### src/rtl/fb_pkg.sv
// Shared definitions for the serial 16-channel FIR filterbank: schedule
// constants, sample/output widths and the sequencer state encoding.
package fb_pkg;

    localparam int FB_NUM_TAPS = 119;
    localparam int FB_PHASES   = (FB_NUM_TAPS + 1) / 2;
    localparam int FB_NUM_CH   = 16;
    localparam int FB_IDX_W    = 6;
    localparam int FB_IN_W     = 14;
    localparam int FB_OUT_W    = 35;

    typedef logic signed [FB_IN_W-1:0]  fb_sample_t;
    typedef logic signed [FB_OUT_W-1:0] fb_out_t;
    typedef fb_out_t                    fb_out_bank_t [FB_NUM_CH];

    typedef enum logic [1:0] {
        ST_IDLE = 2'd0,
        ST_RUN  = 2'd1,
        ST_WAIT = 2'd2,
        ST_CAP  = 2'd3
    } fb_state_e;

endpackage

### src/rtl/fb_phase_counter.sv
// Tap-pair index counter: synchronous clear, qualified advance, and a
// terminal-count flag at which it parks until the next clear.
module fb_phase_counter
    import fb_pkg::*;
#(
    parameter int PHASES = FB_PHASES,
    parameter int IDX_W  = FB_IDX_W
) (
    input  logic             clock,
    input  logic             reset,
    input  logic             i_clr,
    input  logic             i_adv,
    output logic [IDX_W-1:0] o_idx,
    output logic             o_last
);

    localparam logic [IDX_W-1:0] LAST_IDX = IDX_W'(PHASES - 1);

    logic [IDX_W-1:0] r_idx;

    always_ff @(posedge clock) begin
        if (reset) begin
            r_idx <= '0;
        end else if (i_clr) begin
            r_idx <= '0;
        end else if (i_adv && !o_last) begin
            r_idx <= r_idx + 1'b1;
        end
    end

    assign o_idx  = r_idx;
    assign o_last = (r_idx == LAST_IDX);

endmodule

### src/rtl/fb_serial_sequencer.sv
// Back-pressurable MAC schedule for the serial filterbank: accept, run
// PHASES tap-pair cycles, optionally wait for downstream, then capture.
// Optional dropped-input counter is built when FB_SEQ_OVERRUN_EN is defined.
module fb_serial_sequencer
    import fb_pkg::*;
#(
    parameter int PHASES = FB_PHASES,
    parameter int IDX_W  = FB_IDX_W
) (
    input  logic             clock,
    input  logic             reset,
    input  logic             clk_enable,
    input  logic             in_valid,
    output logic             in_ready,
    output logic             shift_en,
    output logic [IDX_W-1:0] phase_idx,
    output logic             acc_clear,
    output logic             acc_en,
    output logic             out_capture,
    output logic             out_valid,
    input  logic             out_ready,
    output logic [7:0]       overrun_cnt
);

    fb_state_e r_state;
    fb_state_e w_state_next;

    logic r_shift_en;
    logic r_acc_clear;
    logic r_acc_en;
    logic r_out_capture;
    logic r_out_valid;
    logic w_last_phase;
    logic w_accept;
    logic w_cnt_adv;
    logic w_out_free;

    assign w_accept   = (r_state == ST_IDLE) && in_valid && clk_enable;
    assign w_cnt_adv  = clk_enable && (r_state == ST_RUN);
    assign w_out_free = !r_out_valid || out_ready;

    fb_phase_counter #(
        .PHASES (PHASES),
        .IDX_W  (IDX_W)
    ) u_phase_counter (
        .clock  (clock),
        .reset  (reset),
        .i_clr  (w_accept),
        .i_adv  (w_cnt_adv),
        .o_idx  (phase_idx),
        .o_last (w_last_phase)
    );

    always_comb begin
        w_state_next = r_state;
        case (r_state)
            ST_IDLE: if (in_valid) w_state_next = ST_RUN;
            ST_RUN:  if (w_last_phase) w_state_next = w_out_free ? ST_CAP : ST_WAIT;
            ST_WAIT: if (w_out_free) w_state_next = ST_CAP;
            ST_CAP:  w_state_next = ST_IDLE;
            default: w_state_next = ST_IDLE;
        endcase
    end

    always_ff @(posedge clock) begin
        if (reset) begin
            r_state <= ST_IDLE;
        end else if (clk_enable) begin
            r_state <= w_state_next;
        end
    end

    // Strobe registers freeze with the state, so an action pending across a
    // frozen cycle still fires exactly once on the next enabled cycle.
    always_ff @(posedge clock) begin
        if (reset) begin
            r_shift_en    <= 1'b0;
            r_acc_clear   <= 1'b0;
            r_acc_en      <= 1'b0;
            r_out_capture <= 1'b0;
            r_out_valid   <= 1'b0;
        end else if (clk_enable) begin
            r_shift_en    <= (r_state == ST_IDLE) && (w_state_next == ST_RUN);
            r_acc_clear   <= (r_state == ST_IDLE) && (w_state_next == ST_RUN);
            r_acc_en      <= (w_state_next == ST_RUN);
            r_out_capture <= (w_state_next == ST_CAP);
            if (w_state_next == ST_CAP) begin
                r_out_valid <= 1'b1;
            end else if (r_out_valid && out_ready) begin
                r_out_valid <= 1'b0;
            end
        end
    end

    assign in_ready    = (r_state == ST_IDLE);
    assign shift_en    = r_shift_en    && clk_enable;
    assign acc_clear   = r_acc_clear   && clk_enable;
    assign acc_en      = r_acc_en      && clk_enable;
    assign out_capture = r_out_capture && clk_enable;
    assign out_valid   = r_out_valid;

`ifdef FB_SEQ_OVERRUN_EN
    logic [7:0] r_overrun_cnt;

    always_ff @(posedge clock) begin
        if (reset) begin
            r_overrun_cnt <= 8'd0;
        end else if (clk_enable && in_valid && (r_state == ST_WAIT) && (r_overrun_cnt != 8'hFF)) begin
            r_overrun_cnt <= r_overrun_cnt + 8'd1;
        end
    end

    assign overrun_cnt = r_overrun_cnt;
`else
    assign overrun_cnt = 8'd0;
`endif

endmodule

### config.mk
export PLATFORM = sky130hd
export DESIGN_NAME = fb_serial_sequencer
export DESIGN_NICKNAME = d
export VERILOG_FILES = /design/src/rtl/fb_pkg.sv /design/src/rtl/fb_phase_counter.sv /design/src/rtl/fb_serial_sequencer.sv
export SDC_FILE = /design/constraint.sdc
export NUM_CORES = 1
export LEC_CHECK = 0
export ABC_AREA = 1
export CORE_AREA = 2 2 39 41
export DETAILED_ROUTE_END_ITERATION = 10
export DIE_AREA = 0 0 41 43
export DONT_BUFFER_PORTS = 1
export PLACE_DENSITY = 0.71
export SYNTH_ARGS = -nofsm -noshare
export SYNTH_HDL_FRONTEND = slang
export SYNTH_HIERARCHICAL = 1
export SYNTH_SLANG_ARGS = --single-unit
### constraint.sdc
create_clock -name clock -period 1.8 [get_ports clock]
set_input_delay 0.36 -clock clock [delete_from_list [all_inputs] [get_ports clock]]
set_output_delay 0.36 -clock clock [all_outputs]
set_load 0.03 [all_outputs]
==> flow_summary.yaml <==
route:
  vias: 634
  viasPerCell: 4.84
  dr.pass1.iters: 4
  drt_wl_total_um: 1290
  wl_per_cell_um: 9.82
  drt_iter0_markers: 10
  drc_errors: 0
  postRouteAntennaNets: 0
synth:
  syn_area_um2: 736
  ys_seq_area_share_pct: 32.7
  syn_inst: 108
  synth.avg_cell_area_um2: 6.81
  synth_cell_types: 21
  synthTopCellsByArea: "dfxtp_1, buf_4, inv_1"
  yosysTopAreaCellShare_pct: 32.7
  yosys_register_bits: 12
  yosysTopAreaCell: "dfxtp_1"
  yosys_warnings: 6
pwr:
  vdd_drop_max_mv: 0.363
  leakage_uw: 0.000403
  powerDensity_nw_per_um2: 690
placement:
  place.port_buffers: 0
  place_inst: 128
  gp_congestion: 0.717
  hpwl_um: 1030
global_route:
  grt_pass1_vias: 611
  grt_pass1_wl_um: 2240
  grt_max_degree: 11
  grt-ovfl-total: 0
  antenna_found_initial: 0
  grt_util_all_layers_pct: 18.5
floorplanning:
  fp.dieW_um: 41
  initial_utilization_pct: 53.2
  rows: 14
  io_pins: 25
  die_h_um: 43
  die-area_um2: 1760
  core_area_um2: 1380
clock_network:
  cts_inserted_buffers: 3
  h-tree-depth: 1
  cts.sinks: 12
  clock-root-buffer: "clkbuf_4"
  clock_path_buffers: 2
  cts_resized: 0
  postCtsSetupBuffers: 0
  cts_hold_buf: 0
  clkTransAtPathRegs_ps: 70
  cts_tree: "built"
  clkLatencyLatePin_ps: 260
finish:
  nets: 123
  diodes: 0
  layout_common_cells: "inv_1, nand2_1, dfxtp_1"
  syn_to_final_growth_pct: 6.63
  fin_cells: 131
  drive_above_1_share_pct: 23.5
  n_fill_cell: 143
sta:
  min_period_over_period_pct: 81.2
  slew_viol_final: 0
  tns_ps: 0
  finalSetupViolations: 0
  finalHoldViolations: 0
  rsz0062_at_grt: "false"
  fmax_ghz: 0.684
  fin_crit_ps: 1460
  timing.hold.ws_ps: 154
  skew_ps: 1.07
worst_setup_path:
  cpMostUsedCell: "nand2_1"
  worst_setup_path_end_kind: "flop"
  cp.arrival_ps: 1620
  slowest_delay_ps: 340
  worst-setup-path-type: "reg2reg"
  worstPathCellList: "ha_1, nand2_1, inv_2, nand3_4, inv_1, inv_2, nand2_1, nand2_1, nand3_2, nand2_2, o21bai_1, inv_1"
  critPathMaxFanout: 9
  cp_slowest_cell: "dfxtp_1"
  start_kind: "flop"
  critPathRequiredTime_ps: 1960
outcome:
  outcome: "finished clean"
job:
  drv_cap: 0
worst_hold_path:
  hold_class: "in2reg"
-- stage by stage --
| step | instance area (µm²) | setup slack (ps) | util [%] | total power, µW |
|---|---|---|---|---|
| floorplan | 762 | 161 | - | 392 |
| CTS | 785 | 334 | 56.7 | 551 |
| global route | 785 | 156 | 56.7 | 573 |
| global placement | 762 | 402 | 55.1 | 388 |
| finish | 785 | 338 | 56.7 | 541 |
| detailed placement | 762 | 344 | 55.1 | 390 |
-- cells in the mapped netlist (all sizes together) --
cell and instances:
conb 1, dfxtp 12, nand4 3, o21ai 3, buf 11, nand3b 1
inv 23, ha 1, a21oi 9, o21bai 1, nand3 9, nand2 26
nor2 8
-- worst paths after layout --
path	from	end	slack, ps	depth (start not counted)
worst max-delay path	u_phase_counter/o_idx[0]$_SDFFE_PP0P_	r_state[0]$_SDFFE_PP0P_	340	12
worst min-delay path	reset	r_acc_clear$_SDFFE_PP0P_	150	1
worst max register to register	u_phase_counter/o_idx[0]$_SDFFE_PP0P_	r_state[0]$_SDFFE_PP0P_	340	12
worst min register to register	r_out_capture$_SDFFE_PP0P_	r_out_capture$_SDFFE_PP0P_	460	2
-- layer usage --
layer,wire length (µm),track usage (%),vias to the layer above,share of wire (%)
li1,-,-,328,-
met1,531,19.7,284,41
met2,655,30.6,20,51
met3,85,5.24,2,6.6
met4,14,10.0,0,1.1
met5,0,0,-,0
-- registers in the layout, summed over array words and instances (netlist names) --
name	flops
r_out_capture	1
out_valid	1
r_acc_clear	1
r_acc_en	1
u_phase_counter/o_idx	6
r_state	2
-- logic make-up after synthesis --
| logic type | Yosys count | synth area share, % |
|---|---|---|
| other | 1 | 0.510 |
| DFF | 12 | 32.7 |
| and+or+nand+nor | 47 | 32.8 |
| buffers and inverters | 34 | 22.6 |
| adders and majority gates | 1 | 1.70 |
| AOI/OAI and AO/OA | 13 | 9.69 |
-- power breakdown --
group	internal (µW)	switching, µW	leakage [µW]
Clock	77.2	80.8	0.0000138
Combinational	26.3	73.2	0.000292
Sequential	275	8.86	0.0000975
-- layout make-up --
class	instances	area, µm²	share of cell area, %
multi-input combinational	69	355	45.3
sequential	12	240	30.6
inverter	23	86.3	11.0
timing repair buffer	8	60.1	7.66
clock buffer	3	22.5	2.87
tap	16	20.0	2.55
-- critical path: cells and delay by family (launching register included) --
family / cells / cell delay, ps
buf+inv: 4 / 240
flops: 1 / 340
compound gates: 1 / 120
simple gates: 6 / 440
fa+ha+maj: 1 / 210
No activity file was read; power rests on OpenSTA's default activity.
